--- config.mk ---
export PLATFORM = sky130hd
export DESIGN_NAME = gc_tx_serializer
export DESIGN_NICKNAME = d
export VERILOG_FILES = /design/src/rtl/gc_tx_serializer.sv
export SDC_FILE = /design/constraint.sdc
export NUM_CORES = 1
export LEC_CHECK = 0
export BUFFER_PORTS_ARGS = -buffer_cell sky130_fd_sc_hd__buf_2
export CAP_MARGIN = 5
export CORE_MARGIN = 1.5
export CORE_UTILIZATION = 52
export DETAILED_ROUTE_END_ITERATION = 8
export PLACE_DENSITY_LB_ADDON = 0.25
export SYNTH_ARGS = -nofsm -noshare
export SYNTH_HDL_FRONTEND = slang
export SYNTH_SLANG_ARGS = --single-unit
--- constraint.sdc ---
create_clock -name clk -period 2.35 [get_ports clk]
set_input_delay 0.47 -clock clk [delete_from_list [all_inputs] [get_ports clk]]
set_output_delay 0.47 -clock clk [all_outputs]
set_load 0.02 [all_outputs]
--- src/rtl/gc_tx_serializer.sv ---
// Byte-to-bit sequencer for the N64/GC response path: accepts bytes on a valid/ready
// stream and issues one bit command per 4 us slot (MSB first), closing each frame with a stop command.
module gc_tx_serializer #(
  parameter int CYCLES_PER_US = 50
) (
  input  logic       clk,
  input  logic       reset_n,
  input  logic [7:0] s_data,
  input  logic       s_valid,
  input  logic       s_last,
  output logic       s_ready,
  input  logic       tx_active,
  output logic       trigger,
  output logic [1:0] digit,
  output logic       busy,
  output logic       done,
  output logic       underrun
);

  localparam int SLOT_CYCLES = 4 * CYCLES_PER_US;
  localparam int SW          = $clog2(SLOT_CYCLES);
  localparam logic [SW-1:0] BIT_SLOT_LAST  = SW'(SLOT_CYCLES - 1);
  localparam logic [SW-1:0] STOP_SLOT_LAST = SW'(CYCLES_PER_US - 1);

  typedef enum logic [1:0] {
    ST_IDLE = 2'd0,
    ST_BIT  = 2'd1,
    ST_STOP = 2'd2
  } state_t;

  state_t        state_q, state_d;
  logic [7:0]    sh_q, sh_d;
  logic [2:0]    bit_cnt_q, bit_cnt_d;
  logic [SW-1:0] slot_cnt_q, slot_cnt_d;
  logic [7:0]    hold_q, hold_d;
  logic          hold_full_q, hold_full_d;
  logic          hold_last_q, hold_last_d;
  logic          cur_last_q, cur_last_d;
  logic          ur_flag_q, ur_flag_d;
  logic          done_q, done_d;
  logic          underrun_q, underrun_d;
  logic          armed_q, armed_d;

  logic          xfer;
  logic          slot_wrap;

  // armed_q keeps s_ready low while reset is held and until the first clock after release.
  always_comb begin
    s_ready = 1'b0;
    trigger = 1'b0;
    digit   = 2'b11;
    busy    = 1'b0;
    case (state_q)
      ST_IDLE: begin
        s_ready = armed_q && !tx_active;
      end
      ST_BIT: begin
        s_ready = !hold_full_q && !cur_last_q && !hold_last_q;
        trigger = (slot_cnt_q == '0);
        digit   = {1'b0, sh_q[7]};
        busy    = 1'b1;
      end
      ST_STOP: begin
        trigger = (slot_cnt_q == '0);
        busy    = 1'b1;
      end
      default: begin
        s_ready = 1'b0;
      end
    endcase
  end

  assign xfer      = s_valid && s_ready;
  assign slot_wrap = (slot_cnt_q == BIT_SLOT_LAST);
  assign done      = done_q;
  assign underrun  = underrun_q;

  always_comb begin
    state_d     = state_q;
    sh_d        = sh_q;
    bit_cnt_d   = bit_cnt_q;
    slot_cnt_d  = slot_cnt_q;
    hold_d      = hold_q;
    hold_full_d = hold_full_q;
    hold_last_d = hold_last_q;
    cur_last_d  = cur_last_q;
    ur_flag_d   = ur_flag_q;
    done_d      = 1'b0;
    underrun_d  = 1'b0;
    armed_d     = 1'b1;

    case (state_q)
      ST_IDLE: begin
        if (xfer) begin
          sh_d       = s_data;
          cur_last_d = s_last;
          bit_cnt_d  = 3'd7;
          slot_cnt_d = '0;
          state_d    = ST_BIT;
        end
      end

      ST_BIT: begin
        if (xfer) begin
          hold_d      = s_data;
          hold_full_d = 1'b1;
          hold_last_d = s_last;
        end
        if (!slot_wrap) begin
          slot_cnt_d = slot_cnt_q + 1'b1;
        end else begin
          slot_cnt_d = '0;
          sh_d       = {sh_q[6:0], 1'b0};
          bit_cnt_d  = bit_cnt_q - 3'd1;
          if (bit_cnt_q == 3'd0) begin
            // A byte arriving on the wrap edge itself is forwarded straight into sh.
            if (cur_last_q) begin
              state_d = ST_STOP;
            end else if (hold_full_q) begin
              sh_d        = hold_q;
              cur_last_d  = hold_last_q;
              hold_full_d = 1'b0;
              hold_last_d = 1'b0;
              bit_cnt_d   = 3'd7;
            end else if (xfer) begin
              sh_d        = s_data;
              cur_last_d  = s_last;
              hold_full_d = 1'b0;
              hold_last_d = 1'b0;
              bit_cnt_d   = 3'd7;
            end else begin
              ur_flag_d = 1'b1;
              state_d   = ST_STOP;
            end
          end
        end
      end

      ST_STOP: begin
        if (slot_cnt_q == STOP_SLOT_LAST) begin
          slot_cnt_d = '0;
          done_d     = 1'b1;
          underrun_d = ur_flag_q;
          ur_flag_d  = 1'b0;
          state_d    = ST_IDLE;
        end else begin
          slot_cnt_d = slot_cnt_q + 1'b1;
        end
      end

      default: begin
        state_d = ST_IDLE;
      end
    endcase
  end

  always_ff @(posedge clk or negedge reset_n) begin
    if (!reset_n) begin
      state_q     <= ST_IDLE;
      sh_q        <= '0;
      bit_cnt_q   <= '0;
      slot_cnt_q  <= '0;
      hold_q      <= '0;
      hold_full_q <= 1'b0;
      hold_last_q <= 1'b0;
      cur_last_q  <= 1'b0;
      ur_flag_q   <= 1'b0;
      done_q      <= 1'b0;
      underrun_q  <= 1'b0;
      armed_q     <= 1'b0;
    end else begin
      state_q     <= state_d;
      sh_q        <= sh_d;
      bit_cnt_q   <= bit_cnt_d;
      slot_cnt_q  <= slot_cnt_d;
      hold_q      <= hold_d;
      hold_full_q <= hold_full_d;
      hold_last_q <= hold_last_d;
      cur_last_q  <= cur_last_d;
      ur_flag_q   <= ur_flag_d;
      done_q      <= done_d;
      underrun_q  <= underrun_d;
      armed_q     <= armed_d;
    end
  end

endmodule

* Word-level counts from Yosys, hierarchy flattened *
Cells that the tools add are included.

storage, ports and cells
  register bits after elaboration = 36

operators by class
  add/subtract/negate cells = 2
  equality and inequality tests = 13
  mux-type cells = 60
  reduce and logical (&&, ||, !) cells = 21

operator list
  kind                 count
  $mux 8               9
  $mux 1               30
  $pmux 8 s3           1
  $mux 3               6
  $mux 2               8
  $pmux 8 s2           1
  $ne 2x2->1 const B   7
  $add 8x1->8 const B  1
  $eq 8x6->1 const B   1
  $eq 8x8->1 const B   1
  $logic_not 8->1      1
  $reduce_and 7->1     1
  $ne 3x3->1 const B   2
  $pmux 1 s2           3
  $pmux 2 s3           1
  $pmux 3 s2           1
  $reduce_and 6->1     1
  $logic_and 1x1->1    4
  $logic_not 1->1      4
  $reduce_and 2->1     2
  $reduce_and 4->1     1
  $reduce_bool 2->1    2
  $logic_not 3->1      1
  $reduce_and 3->1     1
  6 further kinds      6

* Longest topological paths before layout *
  depth after elaboration = 11
  mapped depth = 9

* Worst setup path after synthesis *
No wires, ideal clock.

  path kind = register to register
  start = reg state_q[1]
  end = reg state_q[0]
  library setup time = 0.127 ns
  arrival = 1.959 ns
  path slack = 0.263 ns
  stages on the path, launching flop included = 8
  clock period less this slack = 2.087 ns
  path through = dfrtp_1 inv_1 ha_1 buf_2 nor4b_4 o31a_1 or3b_1 mux2_1

on the way
  longest elaborated chain between the ends = 5

ends and longest elaborated chain
  item                                                RTL line  text
  start: declaration                                  31        state_t state_q, state_d;
  start signal: assignment                            172       state_q <= state_d;
  $eq 2x1->1 or $logic_not 2->1 (tied branches)       53, 92
  $pmux 1 s2                                          53        case (state_q)
  $logic_and 1x1->1                                   73        assign xfer = s_valid && s_ready;
  $ne 3x3->1 (no line) or $ne 2x2->1 (tied branches)  --
  $reduce_and 6->1 (no line)                          --

Several ways; a longest one is shown, not always the timed one.
A chain may end at the register's enable or synchronous reset.

* Worst setup path after layout *
  start = reg state_q[1]
  end = out digit[1]

on the way
  longest elaborated chain between the ends = 2

ends and longest elaborated chain
  item              RTL line  text
  $eq 2x1->1        53
  $mux 2            53
  end: declaration  14        output logic [1:0] digit,

Every way passes these cells.

==> impl_metrics.csv <==
group,metric,value,unit
floorplan,floorplan.io_pins,20,
global_route,grt_antenna_before_repair,0,
clock_tree,numClockSinks,36,
setup_path,cp_data_arrival_time,1760,ps
setup_path,ff2ff_path_depth,7,
floorplan,chipHeight,67.6,microns
global_route,grt_util_all_layers,0.236,
route,detail_route.wirelength,4680,microns
setup_path,crit_path_top_delay_cell,"dfrtp_1",
logic_synthesis,most_frequent_cell_after_synthesis,"dfrtp_1",
global_route,grt_first_pass_wirelength,8070,microns
logic_synthesis,ys_dominant_reg_cell,"dfrtp_1",
power_and_ir_drop,cellPowerDensity,1120,nW/um^2
sta,worst_slew_pin_slew,794,ps
clock_tree,number_of_resized_instances_in_the_post_cts_repair_step,0,
logic_synthesis,synth_seq_area_share,0.415,
logic_synthesis,synth_xor_xnor_area_share,0,
final_layout,nFillCells,353,
power_and_ir_drop,ir_drop,597,uV
setup_path,startpoint,"state_q[1]",
logic_synthesis,synthDistinctLibCells,52,
power_and_ir_drop,cellLeakagePower,1.07,nW
clock_tree,number_of_buffers_inserted_for_hold_repair_after_clock_tree_synthesis,0,
sta,clock.fmax,449,MHz
setup_path,rrSetupSlack,160,ps
power_and_ir_drop,final_total_power,2.74,mW
logic_synthesis,ys_ff_latch,36,
place,numPlacedInstances,300,
setup_path,end_kind,"primary output",
route,wl_met2,2040,microns
route,dr_wl_met3,277,microns
logic_synthesis,main_combinational_cell_family_by_area_after_synthesis,"simple AND/OR/NAND/NOR gates",
setup_path,crit_required,1880,ps
logic_synthesis,muxShareOfSynthArea,0.0611,
clock_tree,root_buffer,"clkbuf_8",
floorplan,rows,23,
route,drt_drc_violations_left,0,
logic_synthesis,synth_largest_type_area_fraction,0.415,
logic_synthesis,synth_cell_area,2170,sq um
clock_tree,clock_latency,290,ps
setup_path,worst_r2r_end,"state_q[0]",
logic_synthesis,yosysWarnings,0,
final_layout,area_growth_syn_to_fin,12.2,%
sta,drv_slew,0,
global_route,grt_max_degree,37,
logic_synthesis,synth-edff-count,0,
clock_tree,cts.clk_slew.worst_paths,70,ps
global_route,grt_overflow,0,
route,detailedRoute.firstPassIterationCount,4,
route,topRoutingLayerUsed,"met4",
logic_synthesis,async_flop_share,1.00,
logic_synthesis,synth.avg_cell_area,9.36,sq um
setup_path,crit_path_cell_trace,"inv_1, ha_1, buf_4, inv_1, buf_4, buf_2",
setup_path,critical_path.max_stage_delay,390,ps
logic_synthesis,post_synth_and_or_nand_nor_area_fraction,0.209,
run_status,outcome,"finished clean",
route,routed_wire_length_per_instance,15.2,microns
hold_path,hold_path_class,"in -> async",
route,met1_length,2320,microns
setup_path,crit_path_start_kind,"flop",
place,place.port_buffers,19,
sta,totalNegativeSetupSlack,0,ps
sta,setup_viol,0,
sta,hold_violations,0,
route,drt-initial-drc-count,245,
route,route.detailed.vias_per_inst,5.99,
route,routed-via-count,1845,
clock_tree,h-tree-depth,2,
flow_run,maxCapViolations,0,
floorplan,initial_core_util,0.543,
clock_tree,numCtsBuffers,5,
sta,setup_clock_skew_after_layout,5.80,ps
logic_synthesis,synthCells,232,
logic_synthesis,synth.top_cells.by_count,"dfrtp_1, a21oi_1, nand2_1, inv_1, o21ai_0",
setup_path,critical_path.top_delay_family,"buffers and inverters",
clock_tree,cts_tree,"built",
final_layout,fin_nets,280,
sta,max_slew_headroom,0.471,
floorplan,placeable_core_region,4000,sq um
place,place_ws,176,ps
final_layout,final_cells,308,
route,antenna_violating_nets_post_route,0,
setup_path,worst_r2r_startpoint,"state_q[0]",
clock_tree,postCtsSetupRepairBufs,0,
sta,rsz0062_at_grt,"false",
place,place.gp.congestion,0.927,
setup_path,worstPathBufferInverterCount,5,
logic_synthesis,synth_nets,255,
logic_synthesis,adder_cell_share_of_the_synthesized_area,0.0576,
sta,final.setup.worst_slack,122,ps
sta,final.period_utilization,0.948,
logic_synthesis,synthDominantAreaCellType,"dfrtp_1",
logic_synthesis,synthTopCellsByArea,"dfrtp_1, ha_1, a21oi_1, mux2_2, o21ai_0",
place,post-dp-hpwl,3380,microns
logic_synthesis,synth-compound-area-share,0.203,
floorplan,die_area,4570,sq um
setup_path,cp_max_fo,18,
setup_path,worst-setup-path-type,"reg -> out",
final_layout,number_of_diodes_added_for_antenna_fixing,0,
final_layout,final_layout_size_suffix_gt1_frac,0.221,
floorplan,floorplan.die.width,67.6,microns
global_route,number_of_global_route_vias_before_repair,1720,
clock_tree,clock_path_buffers,2,
sta,period_minus_slack,2230,ps
[final cells by class]
| class | count | area [sq um] | share of cell area |
|---|---|---|---|
| repair buffers | 28 | 163 | 0.0667 |
| inverters | 18 | 67.6 | 0.0277 |
| well taps | 50 | 62.6 | 0.0257 |
| clock buffers | 5 | 68.8 | 0.0282 |
| clock inverters | 3 | 18.8 | 0.00770 |
| multi-input cells | 168 | 1160 | 0.474 |
| flip-flops and latches | 36 | 901 | 0.370 |
[through the flow]
step           utilization  hold WS [ps]  area, sq um
2_1_floorplan            -           174         2170
3_3_place_gp         0.587           453         2350
3_5_place_dp         0.587           486         2350
5_1_grt              0.609           325         2440
6_report             0.609           261         2440
4_1_cts              0.609           289         2440
[cells by family (layout without fill, tap and decap cells)]
family                     after synthesis  after routing
muxes                                   12             12
DFF                                     36             36
adders and majority gates               10             10
and+or+nand+nor                         74             74
buffers and inverters                   28             54
AOI/OAI and AO/OA                       71             71
other                                    1              1
[worst max-delay path by stage]
stage / end / depth (start not counted)
after floorplan: state_q[0] / 7
after global placement: state_q[0] / 6
after detailed placement: state_q[0] / 7
after CTS: s_ready / 5
after global routing: state_q[0] / 7
final: digit[1] / 6
[power breakdown]
part / total [mW] / switching, mW / internal, mW
Sequential: 0.995 / 0.186 / 0.809
Clock: 0.431 / 0.225 / 0.206
Combinational: 1.31 / 0.763 / 0.547
Total: 2.74 / 1.17 / 1.56
[registers in the layout, summed over array words and instances (netlist names)]
name / count
hold_q: 8
sh_q: 8
slot_cnt_q: 8
bit_cnt_q: 3
state_q: 2
armed_q: 1
cur_last_q: 1
done: 1
hold_full_q: 1
hold_last_q: 1
underrun: 1
ur_flag_q: 1
[routing by layer]
layer,track usage,vias to the layer above
li1,-,900
met1,0.353,882
met2,0.348,57
met3,0.0450,6
met4,0.0587,0
met5,0,-
[placed cells by master (no fill, tap or decap), types with 3 or more instances in the layout]
master / count
dfrtp_1: 36
a21oi_1: 23
nand2_1: 19
buf_2: 19
inv_1: 18
o21ai_0: 16
nand3_1: 12
nor2_1: 10
ha_1: 10
buf_4: 9
mux2_2: 8
a31oi_1: 6
o22ai_1: 5
clkbuf_8: 5
a221oi_1: 4
nand4_1: 4
nand2b_1: 3
o22a_1: 3
and3_1: 3
nor2b_1: 3
o31ai_1: 3
Note: power is estimated with default switching activity, not from simulation.
